**config.mk**
```make
export PLATFORM = sky130hd
export DESIGN_NAME = mem_port_arbiter_flat
export DESIGN_NICKNAME = d
export VERILOG_FILES = /design/src/rtl/mem_port_arbiter_if.sv /design/src/rtl/mem_port_arbiter.sv /design/src/flat_wrapper.sv
export SDC_FILE = /design/constraint.sdc
export NUM_CORES = 1
export LEC_CHECK = 0
export BUFFER_PORTS_ARGS = -buffer_cell sky130_fd_sc_hd__buf_2
export CELL_PAD_IN_SITES_DETAIL_PLACEMENT = 0
export CELL_PAD_IN_SITES_GLOBAL_PLACEMENT = 1
export CORE_MARGIN = 5
export CORE_UTILIZATION = 13
export DETAILED_ROUTE_END_ITERATION = 7
export GPL_ROUTABILITY_DRIVEN = 0
export GPL_TIMING_DRIVEN = 1
export PLACE_DENSITY = 0.79
export SETUP_SLACK_MARGIN = 0.15
export SLEW_MARGIN = 0
export SYNTH_ARGS = -nofsm -noshare
export SYNTH_HDL_FRONTEND = slang
export SYNTH_SLANG_ARGS = --single-unit
```
**constraint.sdc**
```tcl
create_clock -name clk -period 1.6 [get_ports clk]
set_input_delay 0.08 -clock clk [delete_from_list [all_inputs] [get_ports clk]]
set_output_delay 0.08 -clock clk [all_outputs]
set_load 0.05 [all_outputs]
```
**src/rtl/mem_port_arbiter_if.sv**
```systemverilog
// mem_port_arbiter_if
//   Bundles the request/response handshakes of the fetch and data stages and
//   the single-port memory bus served by mem_port_arbiter.
//   modport slave  : the arbiter side (takes requests, drives grants/responses
//                    and the memory command bus, samples mem_rdata)
//   modport master : the requester/memory side (the opposite directions)
//   Signals:
//     if_req/if_addr/if_gnt/if_rvalid/if_rdata           fetch port
//     d_req/d_we/d_be/d_addr/d_wdata/d_gnt/d_rvalid/d_rdata data port
//     mem_en/mem_we/mem_be/mem_addr/mem_wdata/mem_rdata     memory port
interface mem_port_arbiter_if;
  logic        if_req;
  logic [31:0] if_addr;
  logic        if_gnt;
  logic        if_rvalid;
  logic [31:0] if_rdata;

  logic        d_req;
  logic        d_we;
  logic [3:0]  d_be;
  logic [31:0] d_addr;
  logic [31:0] d_wdata;
  logic        d_gnt;
  logic        d_rvalid;
  logic [31:0] d_rdata;

  logic        mem_en;
  logic        mem_we;
  logic [3:0]  mem_be;
  logic [31:0] mem_addr;
  logic [31:0] mem_wdata;
  logic [31:0] mem_rdata;

  modport slave (
    input  if_req, if_addr,
    output if_gnt, if_rvalid, if_rdata,
    input  d_req, d_we, d_be, d_addr, d_wdata,
    output d_gnt, d_rvalid, d_rdata,
    output mem_en, mem_we, mem_be, mem_addr, mem_wdata,
    input  mem_rdata
  );

  modport master (
    output if_req, if_addr,
    input  if_gnt, if_rvalid, if_rdata,
    output d_req, d_we, d_be, d_addr, d_wdata,
    input  d_gnt, d_rvalid, d_rdata,
    input  mem_en, mem_we, mem_be, mem_addr, mem_wdata,
    output mem_rdata
  );
endinterface

```
**src/rtl/mem_port_arbiter.sv**
```systemverilog
// mem_port_arbiter
//   Shares one single-port, non-pipelined memory between an instruction fetch
//   port and a data (load/store) port. Data has priority. Each access occupies
//   the memory for MEM_LAT cycles; a new grant may be issued in the
//   completion cycle of the previous access, giving back-to-back throughput.
//   A flush cancels an in-flight or same-cycle fetch: the memory access still
//   runs to completion but its response is suppressed.
//
//   Parameters:
//     MEM_LAT    (1..15) cycles from grant to response
//     STARVE_MAX consecutive data grants tolerated while fetch waits
//   Optional build macro:
//     ARB_STARVE_GUARD_EN  forces a fetch grant after STARVE_MAX data grants
//                          issued while fetch was waiting
//   Ports:
//     clk    rising-edge clock
//     reset  synchronous, active-high; all outputs forced to 0 while high
//     flush  pipeline flush (affects fetch only)
//     busy   an access is outstanding
//     bus    mem_port_arbiter_if.slave (fetch, data and memory ports)
module mem_port_arbiter #(
  parameter int unsigned MEM_LAT    = 2,
  parameter int unsigned STARVE_MAX = 4
) (
  input  logic               clk,
  input  logic               reset,
  input  logic               flush,
  output logic               busy,
  mem_port_arbiter_if.slave  bus
);

  if (MEM_LAT < 1 || MEM_LAT > 15 || STARVE_MAX > 15) begin : g_bad_param
    $error("mem_port_arbiter: MEM_LAT must be 1..15 and STARVE_MAX at most 15");
  end

  localparam logic [3:0] LAT_M1 = 4'(MEM_LAT - 1);

  typedef enum logic [1:0] {
    IDLE,
    BUSY_IF,
    BUSY_D
  } state_t;

  state_t     state_q, state_d;
  logic [3:0] cnt_q, cnt_d;
  logic       drop_q, drop_d;    // outstanding fetch was flushed
  logic       store_q, store_d;  // outstanding data access is a store

  logic can_arb;
  logic complete;
  logic force_if;
  logic d_win;
  logic i_win;

`ifdef ARB_STARVE_GUARD_EN
  logic [3:0] starve_q, starve_d;

  always_comb begin
    force_if = bus.if_req && (starve_q == 4'(STARVE_MAX));
    starve_d = starve_q;
    if (i_win || !bus.if_req) begin
      starve_d = '0;
    end else if (d_win && starve_q != '1) begin
      starve_d = starve_q + 4'd1;
    end
  end

  always_ff @(posedge clk) begin
    if (reset) begin
      starve_q <= '0;
    end else begin
      starve_q <= starve_d;
    end
  end
`else
  always_comb begin
    force_if = 1'b0;
  end
`endif

  always_ff @(posedge clk) begin
    if (reset) begin
      state_q <= IDLE;
      cnt_q   <= '0;
      drop_q  <= 1'b0;
      store_q <= 1'b0;
    end else begin
      state_q <= state_d;
      cnt_q   <= cnt_d;
      drop_q  <= drop_d;
      store_q <= store_d;
    end
  end

  always_comb begin
    // The counter rests at 0 in IDLE, so "counter == 0" covers both IDLE and
    // the completion cycle of a busy state.
    can_arb  = (cnt_q == '0);
    complete = (state_q != IDLE) && (cnt_q == '0);
    d_win    = !reset && can_arb && bus.d_req && !force_if;
    i_win    = !reset && can_arb && bus.if_req && !d_win;

    state_d = state_q;
    cnt_d   = cnt_q;
    drop_d  = drop_q;
    store_d = store_q;

    bus.if_gnt    = i_win;
    bus.d_gnt     = d_win;
    bus.mem_en    = d_win || i_win;
    bus.mem_we    = 1'b0;
    bus.mem_be    = '0;
    bus.mem_addr  = '0;
    bus.mem_wdata = '0;
    bus.if_rvalid = 1'b0;
    bus.if_rdata  = '0;
    bus.d_rvalid  = 1'b0;
    bus.d_rdata   = '0;
    busy          = !reset && (state_q != IDLE);

    if (d_win) begin
      bus.mem_we    = bus.d_we;
      bus.mem_be    = bus.d_be;
      bus.mem_addr  = bus.d_addr;
      bus.mem_wdata = bus.d_wdata;
    end else if (i_win) begin
      bus.mem_be    = '1;
      bus.mem_addr  = bus.if_addr;
    end

    if (!reset && complete) begin
      if (state_q == BUSY_IF) begin
        // A flush in the completion cycle itself still cancels the response.
        bus.if_rvalid = !drop_q && !flush;
        bus.if_rdata  = (!drop_q && !flush) ? bus.mem_rdata : '0;
      end else begin
        bus.d_rvalid  = 1'b1;
        bus.d_rdata   = store_q ? '0 : bus.mem_rdata;
      end
    end

    if (d_win) begin
      state_d = BUSY_D;
      cnt_d   = LAT_M1;
      drop_d  = 1'b0;
      store_d = bus.d_we;
    end else if (i_win) begin
      state_d = BUSY_IF;
      cnt_d   = LAT_M1;
      drop_d  = flush;
      store_d = 1'b0;
    end else if (complete) begin
      state_d = IDLE;
      drop_d  = 1'b0;
    end else if (state_q != IDLE) begin
      cnt_d = cnt_q - 4'd1;
      if (state_q == BUSY_IF) begin
        drop_d = drop_q || flush;
      end
    end
  end

endmodule

```
**src/flat_wrapper.sv**
```systemverilog
// flat-port wrapper written by rule: the top's interface ports become plain ports
module mem_port_arbiter_flat 
#(
  parameter int unsigned MEM_LAT    = 2,
  parameter int unsigned STARVE_MAX = 4
)
  (clk, reset, flush, busy, bus_if_req, bus_if_addr, bus_if_gnt, bus_if_rvalid, bus_if_rdata, bus_d_req, bus_d_we, bus_d_be, bus_d_addr, bus_d_wdata, bus_d_gnt, bus_d_rvalid, bus_d_rdata, bus_mem_en, bus_mem_we, bus_mem_be, bus_mem_addr, bus_mem_wdata, bus_mem_rdata);
  mem_port_arbiter_if bus_i ();
  input  logic clk;
  input  logic reset;
  input  logic flush;
  output logic busy;
  input wire logic [$bits(bus_i.if_req)-1:0] bus_if_req;
  input wire logic [$bits(bus_i.if_addr)-1:0] bus_if_addr;
  output wire logic [$bits(bus_i.if_gnt)-1:0] bus_if_gnt;
  output wire logic [$bits(bus_i.if_rvalid)-1:0] bus_if_rvalid;
  output wire logic [$bits(bus_i.if_rdata)-1:0] bus_if_rdata;
  input wire logic [$bits(bus_i.d_req)-1:0] bus_d_req;
  input wire logic [$bits(bus_i.d_we)-1:0] bus_d_we;
  input wire logic [$bits(bus_i.d_be)-1:0] bus_d_be;
  input wire logic [$bits(bus_i.d_addr)-1:0] bus_d_addr;
  input wire logic [$bits(bus_i.d_wdata)-1:0] bus_d_wdata;
  output wire logic [$bits(bus_i.d_gnt)-1:0] bus_d_gnt;
  output wire logic [$bits(bus_i.d_rvalid)-1:0] bus_d_rvalid;
  output wire logic [$bits(bus_i.d_rdata)-1:0] bus_d_rdata;
  output wire logic [$bits(bus_i.mem_en)-1:0] bus_mem_en;
  output wire logic [$bits(bus_i.mem_we)-1:0] bus_mem_we;
  output wire logic [$bits(bus_i.mem_be)-1:0] bus_mem_be;
  output wire logic [$bits(bus_i.mem_addr)-1:0] bus_mem_addr;
  output wire logic [$bits(bus_i.mem_wdata)-1:0] bus_mem_wdata;
  input wire logic [$bits(bus_i.mem_rdata)-1:0] bus_mem_rdata;
  assign bus_i.if_req = bus_if_req;
  assign bus_i.if_addr = bus_if_addr;
  assign bus_if_gnt = bus_i.if_gnt;
  assign bus_if_rvalid = bus_i.if_rvalid;
  assign bus_if_rdata = bus_i.if_rdata;
  assign bus_i.d_req = bus_d_req;
  assign bus_i.d_we = bus_d_we;
  assign bus_i.d_be = bus_d_be;
  assign bus_i.d_addr = bus_d_addr;
  assign bus_i.d_wdata = bus_d_wdata;
  assign bus_d_gnt = bus_i.d_gnt;
  assign bus_d_rvalid = bus_i.d_rvalid;
  assign bus_d_rdata = bus_i.d_rdata;
  assign bus_mem_en = bus_i.mem_en;
  assign bus_mem_we = bus_i.mem_we;
  assign bus_mem_be = bus_i.mem_be;
  assign bus_mem_addr = bus_i.mem_addr;
  assign bus_mem_wdata = bus_i.mem_wdata;
  assign bus_i.mem_rdata = bus_mem_rdata;
  mem_port_arbiter #(.MEM_LAT(MEM_LAT), .STARVE_MAX(STARVE_MAX)) u_core (.clk(clk), .reset(reset), .flush(flush), .busy(busy), .bus(bus_i));
endmodule
```
# == Word level (Yosys, flattened, before mapping) ==
# Cells that the tools add are included.
# W data, S select, Z words.
# totals
wordCells,66
out_inout_bits,139
reg_bits,8
# op_classes
bitwise_logic,1
n_eq_ne,2
reduce_logical,27
muxes,29
add_sub_neg,1
# op_table
operator,count
$mux W32,9
$mux W1,15
$reduce_bool A3 Y1,4
$logic_and A1 B1 Y1,8
$mux W4,2
$mux W2,3
$reduce_and A2 Y1,3
$reduce_bool A2 Y1,3
$logic_not A1 Y1,4
$logic_not A4 Y1,1
$sub A4 B1 Y4 const B,1
$ne A3 B3 Y1 const B,1
$reduce_or A3 Y1,1
$eq A2 B1 Y1 const B,1
$logic_or A1 B1 Y1,2
$reduce_or A2 Y1,1
$not A1 Y1,1

# == Depth between registers and ports, before layout ==
# Gate-level depths: netlist of the first run.
# logic_depth
depth_word,7
ltp_mapped,7
ltp_nobuf,6

# == Worst setup path before layout of the first run ==
# Ideal clock, no wire load.
# synth_timing
path_type,register to output
start,register u_core.cnt_q[0]
end,output port bus_if_rdata[22]
path_buffers,1
required_time_ns,1.520
t_arrival_ns,2.257
path_stages_with_launch,7
slack_ns,-0.737
path_cell_list,dfxtp_1 > inv_1 > ha_1 > nor4b_4 > and4_1 > clkbuf_1 > and2_1
# synth_via
elab_chain_cells,4
# synth_lines
element,line,source
from (decl),mem_port_arbiter.sv:45,"logic [3:0] cnt_q, cnt_d;"
from (signal assigned),mem_port_arbiter.sv:89,cnt_q <= cnt_d;
$logic_not A4 Y1,mem_port_arbiter.sv:99,complete = (state_q != IDLE) && (cnt_q == '0);
$logic_and A1 B1 Y1,mem_port_arbiter.sv:99,
$logic_and A1 B1 Y1,mem_port_arbiter.sv:131,if (!reset && complete) begin
$mux W32,mem_port_arbiter.sv:131,
to (decl),flat_wrapper.sv:17,output wire logic [$bits(bus_i.if_rdata)-1:0] bus_if_rdata;
# Every way passes these cells.

# == Final worst setup path of the first run ==
# layout_timing
start,register u_core.cnt_q[1]
end,output port bus_mem_addr[4]
# layout_via
elab_chain_cells,7
elab_cells_between_ends,8
cone_classes,mux (2); reduce/logical (6)
# layout_lines
element,line,source
$logic_not A4 Y1 (*),mem_port_arbiter.sv:98,can_arb = (cnt_q == '0);
$logic_and A1 B1 Y1 (*),"mem_port_arbiter.sv:100, mem_port_arbiter.sv:101",
$logic_and A1 B1 Y1,mem_port_arbiter.sv:100,d_win = !reset && can_arb && bus.d_req && !force_if;
$logic_not A1 Y1,mem_port_arbiter.sv:101,i_win = !reset && can_arb && bus.if_req && !d_win;
$logic_and A1 B1 Y1,mem_port_arbiter.sv:101,
$mux W32,mem_port_arbiter.sv:126,end else if (i_win) begin
$mux W32 (*),mem_port_arbiter.sv:121,if (d_win) begin
to (decl),flat_wrapper.sv:29,output wire logic [$bits(bus_i.mem_addr)-1:0] bus_mem_addr;
# Every way passes the cells marked *; elsewhere a longest branch is shown, timed or not.

==> reports/summary.txt, run 1 <==
LAYOUT
---------------------------------------------------------------------------------
Share of cells above drive strength 1                                      94.20%
Commonest non-fill, non-tap cells in the layout                      sky130_fd_sc_hd__buf_2, sky130_fd_sc_hd__buf_8, sky130_fd_sc_hd__and2_4
Non-filler cells, final                                                       660
ANT cells                                                                       0
Area overhead of the layout relative to synthesis                          285.5%
Commonest non-fill, non-tap cell in the layout                       sky130_fd_sc_hd__buf_2
Final #Nets                                                                   658

SETUP PATH
---------------------------------------------------------------------------------
Critical Path End Type                                                output port
Number of cells on the worst reg-to-reg path                                   13
Data required time at the worst endpoint                                  1520 ps
Critical Path Slowest Stage Cell                                     sky130_fd_sc_hd__or4b_4
Worst path top cell family by delay                                  simple AND/OR/NAND/NOR gates
CP Cell Sequence                                                     inv_2 -> ha_4 -> or4b_4 -> or2_4 -> clkinv_16 -> a22o_2 -> buf_6
Max Fanout on Critical Path                                                    19
Nature of the critical path startpoint                                  flip-flop
Classification of the worst setup path                                 reg -> out
Arrival time of the worst setup path                                      2010 ps
Total buffers and inverters traversed by the critical path                      3
Maximum cell stage delay along the critical path                           500 ps
Cell depth of the worst setup path                                              7

PWR
---------------------------------------------------------------------------------
Pwr/cell area                                                        567.5 nW/um2
PnR Total Power                                                        0.003339 W
Worst vdd ir                                                            0.3080 mV
Leak                                                                     2.887 nW

CLOCK TREE
---------------------------------------------------------------------------------
Number of clock buffers inserted by TritonCTS                                   3
Clk_lat worst skew                                                         230 ps
Number of clock sinks                                                           8
Cell at the root of the clock tree                                   sky130_fd_sc_hd__clkbuf_16
Clock slew seen by the registers of the worst setup and hold paths          40 ps
Number of hold-repair buffers added at the cts stage                            0
CTS Buffer Depth                                                                2
Clock tree from TritonCTS                                                    done
Number of levels the H-tree was split into                                      1

STA
---------------------------------------------------------------------------------
Clock period minus worst slack                                            2094 ps
Worst slew margin relative to its limit                                    68.98%
Final period utilization                                                   130.9%
Least-Margin Pin Slew                                                    463.5 ps
Worst Hold Margin                                                        201.0 ps
Final number of hold-violating endpoints                                        0
Final setup fails                                                             142
Final setup slack of the worst path                                     -494.4 ps
Worst clock skew on the final layout                                     5.974 ps
Sum Neg Setup Slack                                                     -57610 ps
Max Clk Rate                                                            477.5 MHz
Number of pins with negative max-slew slack in the final report                 0
Unrepaired setup endpoints after global routing                               yes

SYNTHESIS
---------------------------------------------------------------------------------
Xor/xnor cell area share of the yosys netlist                                  0%
Number of synthesized register bits                                             8
Synthesized Nets                                                              348
Post-synthesis cell area                                                 1526 um2
Post-synthesis simple-gate area fraction                                   51.31%
Fraction of post-synthesis cell area in the top cell type by area          27.05%
Adder and majority cell fraction of the synthesized area                  0.8197%
Yosys Warn Count                                                                0
Largest family of logic cells by synthesized area                    simple AND/OR/NAND/NOR gates
Complex-gate fraction of the synthesized area                              25.41%
Cell taking the most area after synthesis                            sky130_fd_sc_hd__and2_1
Main area contributors after synthesis                               sky130_fd_sc_hd__and2_1, sky130_fd_sc_hd__a22o_1, sky130_fd_sc_hd__and3_1
Number of library cell types mapped by synthesis                               37
Mean instance size in the synthesized netlist                           7.304 um2
Post-synthesis sequential area ratio                                       10.49%
Mux share of post-synthesis cell area                                      1.311%
Cell count after synthesis                                                    209

ROUTE
---------------------------------------------------------------------------------
Detailed Route WL                                                        12380 um
Routed wire length per instance                                          18.75 um
Total vias in the final route                                                2950
Residual antenna-violating net count after detailed routing                     0
DRC viols                                                                       0
Mean number of vias per cell                                                4.470
Router iterations before antenna repair                                         4
Drt first-iter violations                                                     110

WORST HOLD PATH
---------------------------------------------------------------------------------
Worst hold path cell count                                                      3
Hold Crit Class                                                         in -> reg

RUN STATUS
---------------------------------------------------------------------------------
Failing checks                                                       setup timing
Outcome                                                              finished with violations

FLOORPLAN
---------------------------------------------------------------------------------
Y dimension of the die                                                   118.4 um
Initial Util                                                               13.31%
Ports placed on the boundary                                                  277
Core Footprint                                                          11470 um2
Width of the chip                                                        118.4 um
Core Rows                                                                      39
Overall die area                                                        14010 um2

PLACED DESIGN
---------------------------------------------------------------------------------
Placed Instances                                                              620
IO Port Bufs                                                                  276
Final HPWL DP                                                             8249 um

GLOBAL ROUTING
---------------------------------------------------------------------------------
Initial antenna violation count                                                 0
Maximum number of pins on one net before global-route repair                   34
Residual overflow from global routing                                           0
Wire length of the first global-routing pass                             18130 um
Vias in the first global route                                               3258
Overall Global Routing Usage                                               15.73%

RUN
---------------------------------------------------------------------------------
MaxCap Viol Count                                                               0

==> report_power, final <==
part           total (W)  internal [W]  switching [W]
Combinational    0.00268       0.00133        0.00135
Clock           0.000428      0.000323       0.000105
Sequential      0.000236      0.000221      0.0000156
==> layout make-up <==
class | instances | area (um2)
clock buffers | 3 | 75.07
well taps | 143 | 178.9
repair inverters | 1 | 16.27
inverters | 6 | 52.55
repair buffers | 326 | 3522
flip-flops and latches | 8 | 162.7
multi-input cells | 173 | 1877
fillers | 938 | 5583
==> through the flow <==
| stage | worst slack (ps) | utilization, % | cell area (um2) |
|---|---|---|---|
| final | -494.4 | 51.31 | 5884 |
| after global routing | -578.1 | 51.31 | 5884 |
| after CTS | -512.4 | 47.62 | 5460 |
| after detailed placement | -386.6 | 32.70 | 3750 |
| after global placement | -343.2 | 32.70 | 3750 |
| after floorplan | -196.0 | - | 2183 |
==> path summary, 6_finish.rpt <==
check	from	end	slack, ps
worst min-delay path	reset	u_core.store_q	200
worst max register to register	u_core.cnt_q[1]	u_core.store_q	-240
worst max-delay path	u_core.cnt_q[1]	bus_mem_addr[4]	-490
worst min register to register	u_core.state_q[0]	u_core.state_q[0]	510
==> per-layer routing <==
metal	GRT usage [%]	up-vias	share of wire (%)
li1	-	1362	-
met1	17.23	1387	37
met2	30.03	189	53
met3	4.298	12	8.8
met4	3.297	0	1.3
met5	0	-	0
==> logic make-up after synthesis <==
family,Yosys count
and+or+nand+nor,122
AOI/OAI and AO/OA,48
adders and majority gates,1
DFF,8
muxes,2
buffers and inverters,28
==> sequential cells by signal, indices dropped and copies added, names as in the netlist <==
signal          flops
u_core.cnt_q        4
u_core.state_q      2
u_core.drop_q       1
u_core.store_q      1
==> Yosys cell counts <==
cell and count:
sky130_fd_sc_hd__and2_1 66, sky130_fd_sc_hd__a22o_1 32, sky130_fd_sc_hd__and3_1 32, sky130_fd_sc_hd__clkbuf_1 12, sky130_fd_sc_hd__dfxtp_1 8, sky130_fd_sc_hd__nor2_1 7
sky130_fd_sc_hd__inv_1 5, sky130_fd_sc_hd__a21o_1 4, sky130_fd_sc_hd__a21oi_1 4, sky130_fd_sc_hd__buf_2 3, sky130_fd_sc_hd__buf_8 3, sky130_fd_sc_hd__clkbuf_2 3
sky130_fd_sc_hd__nand2_1 3, sky130_fd_sc_hd__o21ai_0 3, sky130_fd_sc_hd__mux2i_1 2, sky130_fd_sc_hd__a31o_2 1, sky130_fd_sc_hd__and3b_1 1, sky130_fd_sc_hd__and4_1 1
sky130_fd_sc_hd__buf_4 1, sky130_fd_sc_hd__clkinv_8 1, sky130_fd_sc_hd__ha_1 1, sky130_fd_sc_hd__nand2b_1 1, sky130_fd_sc_hd__nand3b_1 1, sky130_fd_sc_hd__nor2b_1 1
sky130_fd_sc_hd__nor3_1 1, sky130_fd_sc_hd__nor3_2 1, sky130_fd_sc_hd__nor4b_4 1, sky130_fd_sc_hd__o211a_1 1, sky130_fd_sc_hd__o22ai_1 1, sky130_fd_sc_hd__o2bb2ai_1 1
sky130_fd_sc_hd__o311ai_1 1, sky130_fd_sc_hd__or2_4 1, sky130_fd_sc_hd__or3_1 1, sky130_fd_sc_hd__or3b_1 1, sky130_fd_sc_hd__or4_1 1, sky130_fd_sc_hd__or4b_4 1
sky130_fd_sc_hd__or4bb_1 1
==> timing repair <==
action                     CTS  global route
pin swaps                    4            43
setup endpoints to repair  144           145
buffers inserted            12            13
cloned                      11             1
resized for setup          369            84
==> worst register-to-register path, cell delays in order, from the launching register on <==
cell	delay [ps]
sky130_fd_sc_hd__dfxtp_2	310
sky130_fd_sc_hd__inv_2	60
sky130_fd_sc_hd__ha_4	130
sky130_fd_sc_hd__buf_6	90
sky130_fd_sc_hd__nor4b_4	210
sky130_fd_sc_hd__buf_4	170
sky130_fd_sc_hd__buf_6	110
sky130_fd_sc_hd__buf_12	110
sky130_fd_sc_hd__buf_16	120
sky130_fd_sc_hd__buf_6	100
sky130_fd_sc_hd__nand2_4	50
sky130_fd_sc_hd__buf_6	110
sky130_fd_sc_hd__buf_6	100
sky130_fd_sc_hd__a21oi_2	110
(Power assumes the default switching activity.)
==> inputs of run 2 (changes only) <==
--- a/config.mk
+++ b/config.mk
@@ -8,12 +8,13 @@
 export BUFFER_PORTS_ARGS = -buffer_cell sky130_fd_sc_hd__buf_2
 export CELL_PAD_IN_SITES_DETAIL_PLACEMENT = 0
 export CELL_PAD_IN_SITES_GLOBAL_PLACEMENT = 1
+export CORE_ASPECT_RATIO = 1.2
 export CORE_MARGIN = 5
-export CORE_UTILIZATION = 13
+export CORE_UTILIZATION = 15
 export DETAILED_ROUTE_END_ITERATION = 7
 export GPL_ROUTABILITY_DRIVEN = 0
 export GPL_TIMING_DRIVEN = 1
-export PLACE_DENSITY = 0.79
+export PLACE_DENSITY = 0.85
 export SETUP_SLACK_MARGIN = 0.15
 export SLEW_MARGIN = 0
 export SYNTH_ARGS = -nofsm -noshare
==> constraint.sdc (replaced) <==
create_clock -name clk -period 2.3 [get_ports clk]
set_input_delay 0.115 -clock clk [delete_from_list [all_inputs] [get_ports clk]]
set_output_delay 0.115 -clock clk [all_outputs]
set_load 0.05 [all_outputs]
==> reports/summary.txt, run 2 (synthesized netlist as in run 1, its figures left out) <==
PWR
---------------------------------------------------------------------------------
Worst vdd ir                                                            0.2797 mV   was 0.3080 mV
Pwr/cell area                                                        469.0 nW/um2   was 567.5 nW/um2
Switching Fraction                                                         51.07%   was 43.90%
Internal cell power                                                   0.0008060 W   was 0.001873 W
Part of the total power dissipated in sequential elements                   10.3%   was 7.1%
Power share of the clock group                                              18.1%   was 12.8%
Psw                                                                   0.0008414 W   was 0.001466 W
Power share of the combinational group                                      71.6%   was 80.1%
Leak                                                                     2.190 nW   was 2.887 nW

STA
---------------------------------------------------------------------------------
Least-Margin Pin Slew                                                    406.8 ps   was 463.5 ps
Unrepaired setup endpoints after global routing                               yes   unchanged
Clock period minus worst slack                                            2183 ps
Worst clock skew on the final layout                                    0.6567 ps   was 5.974 ps
Final number of hold-violating endpoints                                        0   unchanged
Max Clk Rate                                                            458.0 MHz
Final setup fails                                                               0   was 142
Number of pins with negative max-slew slack in the final report                 0   unchanged
Final period utilization                                                   94.93%
Sum Neg Setup Slack                                                          0 ps   was -57610 ps
Worst slew margin relative to its limit                                    72.78%   was 68.98%

WORST HOLD PATH
---------------------------------------------------------------------------------
Hold Crit Class                                                         in -> reg   unchanged
Worst hold path cell count                                                      2   was 3

LAYOUT
---------------------------------------------------------------------------------
Final #Nets                                                                   624   was 658
Biggest register                                                     u_core.cnt_q   unchanged
ANT cells                                                                       0   unchanged
Largest registers                                                    u_core.cnt_q: 4 flops, u_core.state_q: 2 flops   unchanged
Non-filler cells, final                                                       609   was 660
Commonest non-fill, non-tap cell in the layout                       sky130_fd_sc_hd__buf_2   unchanged
Count of filler cells inserted in the layout                                 1080   was 938
Area overhead of the layout relative to synthesis                          130.1%   was 285.5%
Max FFs per register                                                            4   unchanged
Share of cells above drive strength 1                                      63.77%   was 94.20%
Commonest non-fill, non-tap cells in the layout                      sky130_fd_sc_hd__buf_2, sky130_fd_sc_hd__and2_1, sky130_fd_sc_hd__buf_6   was sky130_fd_sc_hd__buf_2, sky130_fd_sc_hd__buf_8, sky130_fd_sc_hd__and2_4

FLOORPLAN
---------------------------------------------------------------------------------
Width of the chip                                                        102.1 um   was 118.4 um
Core Footprint                                                          10010 um2   was 11470 um2
Core Rows                                                                      40   was 39
Initial Util                                                               15.25%   was 13.31%
Y dimension of the die                                                   120.5 um   was 118.4 um
Overall die area                                                        12300 um2   was 14010 um2
Ports placed on the boundary                                                  277   unchanged

GLOBAL ROUTING
---------------------------------------------------------------------------------
Wire length of the first global-routing pass                             12970 um   was 18130 um
Residual overflow from global routing                                           0   unchanged
Initial antenna violation count                                                 0   unchanged
Maximum number of pins on one net before global-route repair                   39   was 34
Vias in the first global route                                               2673   was 3258
Overall Global Routing Usage                                               12.78%   was 15.73%

RUN STATUS
---------------------------------------------------------------------------------
Outcome                                                              finished clean   was finished with violations

SETUP PATH
---------------------------------------------------------------------------------
Nature of the critical path startpoint                                  flip-flop   unchanged
Max Fanout on Critical Path                                                     5   was 19
Classification of the worst setup path                                 reg -> out   unchanged
Critical Path End Type                                                output port   unchanged
Arrival time of the worst setup path                                      2070 ps   was 2010 ps
Number of cells on the worst reg-to-reg path                                    7   was 13
Data required time at the worst endpoint                                  2180 ps   was 1520 ps

CLOCK TREE
---------------------------------------------------------------------------------
CTS Buffer Depth                                                                2   unchanged
Clock tree from TritonCTS                                                    done   unchanged
Clk_lat worst skew                                                         230 ps   about the same
Number of levels the H-tree was split into                                      1   unchanged
Number of clock buffers inserted by TritonCTS                                   3   unchanged
Cell at the root of the clock tree                                   sky130_fd_sc_hd__clkbuf_16   unchanged
Number of clock sinks                                                           8   unchanged
Clock slew seen by the registers of the worst setup and hold paths          40 ps   about the same

PLACED DESIGN
---------------------------------------------------------------------------------
Placed Instances                                                              594   was 620
Final HPWL DP                                                             6706 um   was 8249 um
IO Port Bufs                                                                  276   unchanged

ROUTE
---------------------------------------------------------------------------------
Mean number of vias per cell                                                4.366   was 4.470
DRC viols                                                                       0   unchanged
Total vias in the final route                                                2659   was 2950
Routed wire length per instance                                          15.10 um   was 18.75 um
Router iterations before antenna repair                                         4   unchanged
Residual antenna-violating net count after detailed routing                     0   unchanged
Detailed Route WL                                                         9195 um   was 12380 um
Drt first-iter violations                                                      44   was 110

RUN
---------------------------------------------------------------------------------
MaxCap Viol Count                                                               0   unchanged

[run 2: cell types whose count changed in the layout (fill, tap and decap cells not counted), sizes merged]
cell	delta
clkinv	+3
buf	-63
or2	+1
clkbuf	+23
clkinvlp	-1
inv	+3
[run 2: power by group through the flow]
stage	combinational [W]	sequential [W]	clock (W)
floorplan	0.000739	0.000165	0
global placement	0.00101	0.000167	0
detailed placement	0.00102	0.000168	0
CTS	0.00115	0.000168	0.000303
global route	0.00125	0.000171	0.000309
finish	0.00118	0.000169	0.000298
[run 2: through the flow]
stage                     area [um2]  util, %  setup WS, ps  total power, W  hold WS [ps]
final                           3512    35.09         116.6        0.001647         190.5
after global routing            3512    35.09         53.81        0.001727         196.4
after CTS                       3403    34.00         134.1        0.001616         184.9
after detailed placement        3015    30.13         210.3        0.001193         424.9
after global placement          3015    30.13         247.5        0.001181         428.1
after floorplan                 1529        -         153.9       0.0009041         327.1
[run 2: area by class of cell]
cell class	count	area, um2	area share, %
multi-input cells	174	1231	35.06
clock buffers	3	75.07	2.138
flip-flops and latches	8	162.7	4.631
well taps	126	157.7	4.489
repair buffers	286	1790	50.98
repair inverters	6	60.06	1.710
inverters	6	35.03	0.9975
[run 2: final timing paths]
check | from | endpoint | slack (ps)
setup reg to reg | u_core.cnt_q[1] | u_core.cnt_q[0] | 590
hold reg to reg | u_core.cnt_q[1] | u_core.cnt_q[1] | 470
setup / recovery | u_core.cnt_q[1] | bus_mem_addr[11] | 120
hold / removal | reset | u_core.state_q[0] | 190
[run 2: worst max-delay path: stages, from the launching register on]
cell and delay (ps):
sky130_fd_sc_hd__dfxtp_2 320, sky130_fd_sc_hd__inv_2 60, sky130_fd_sc_hd__ha_4 140, sky130_fd_sc_hd__or4b_4 500, sky130_fd_sc_hd__or2_4 360, sky130_fd_sc_hd__clkinv_4 110
sky130_fd_sc_hd__a22o_1 150, sky130_fd_sc_hd__buf_6 160
[run 2: what timing repair did]
action / 4_1_cts / 5_1_grt
pin swaps: 3 / 0
endpoints found under the hold margin: 0 / 0
endpoints found under the setup margin: 101 / 95
setup buffers: 3 / 2
hold buffers: 0 / 0
gates resized for setup: 82 / 30
gates cloned: 5 / 2
[run 2: routing by layer]
metal	GRT usage, %	up-vias	wire [um]
met5	0	-	0
met4	3.117	0	122
li1	-	1295	-
met2	25.24	162	4937
met3	2.539	15	1005
met1	13.37	1187	3130
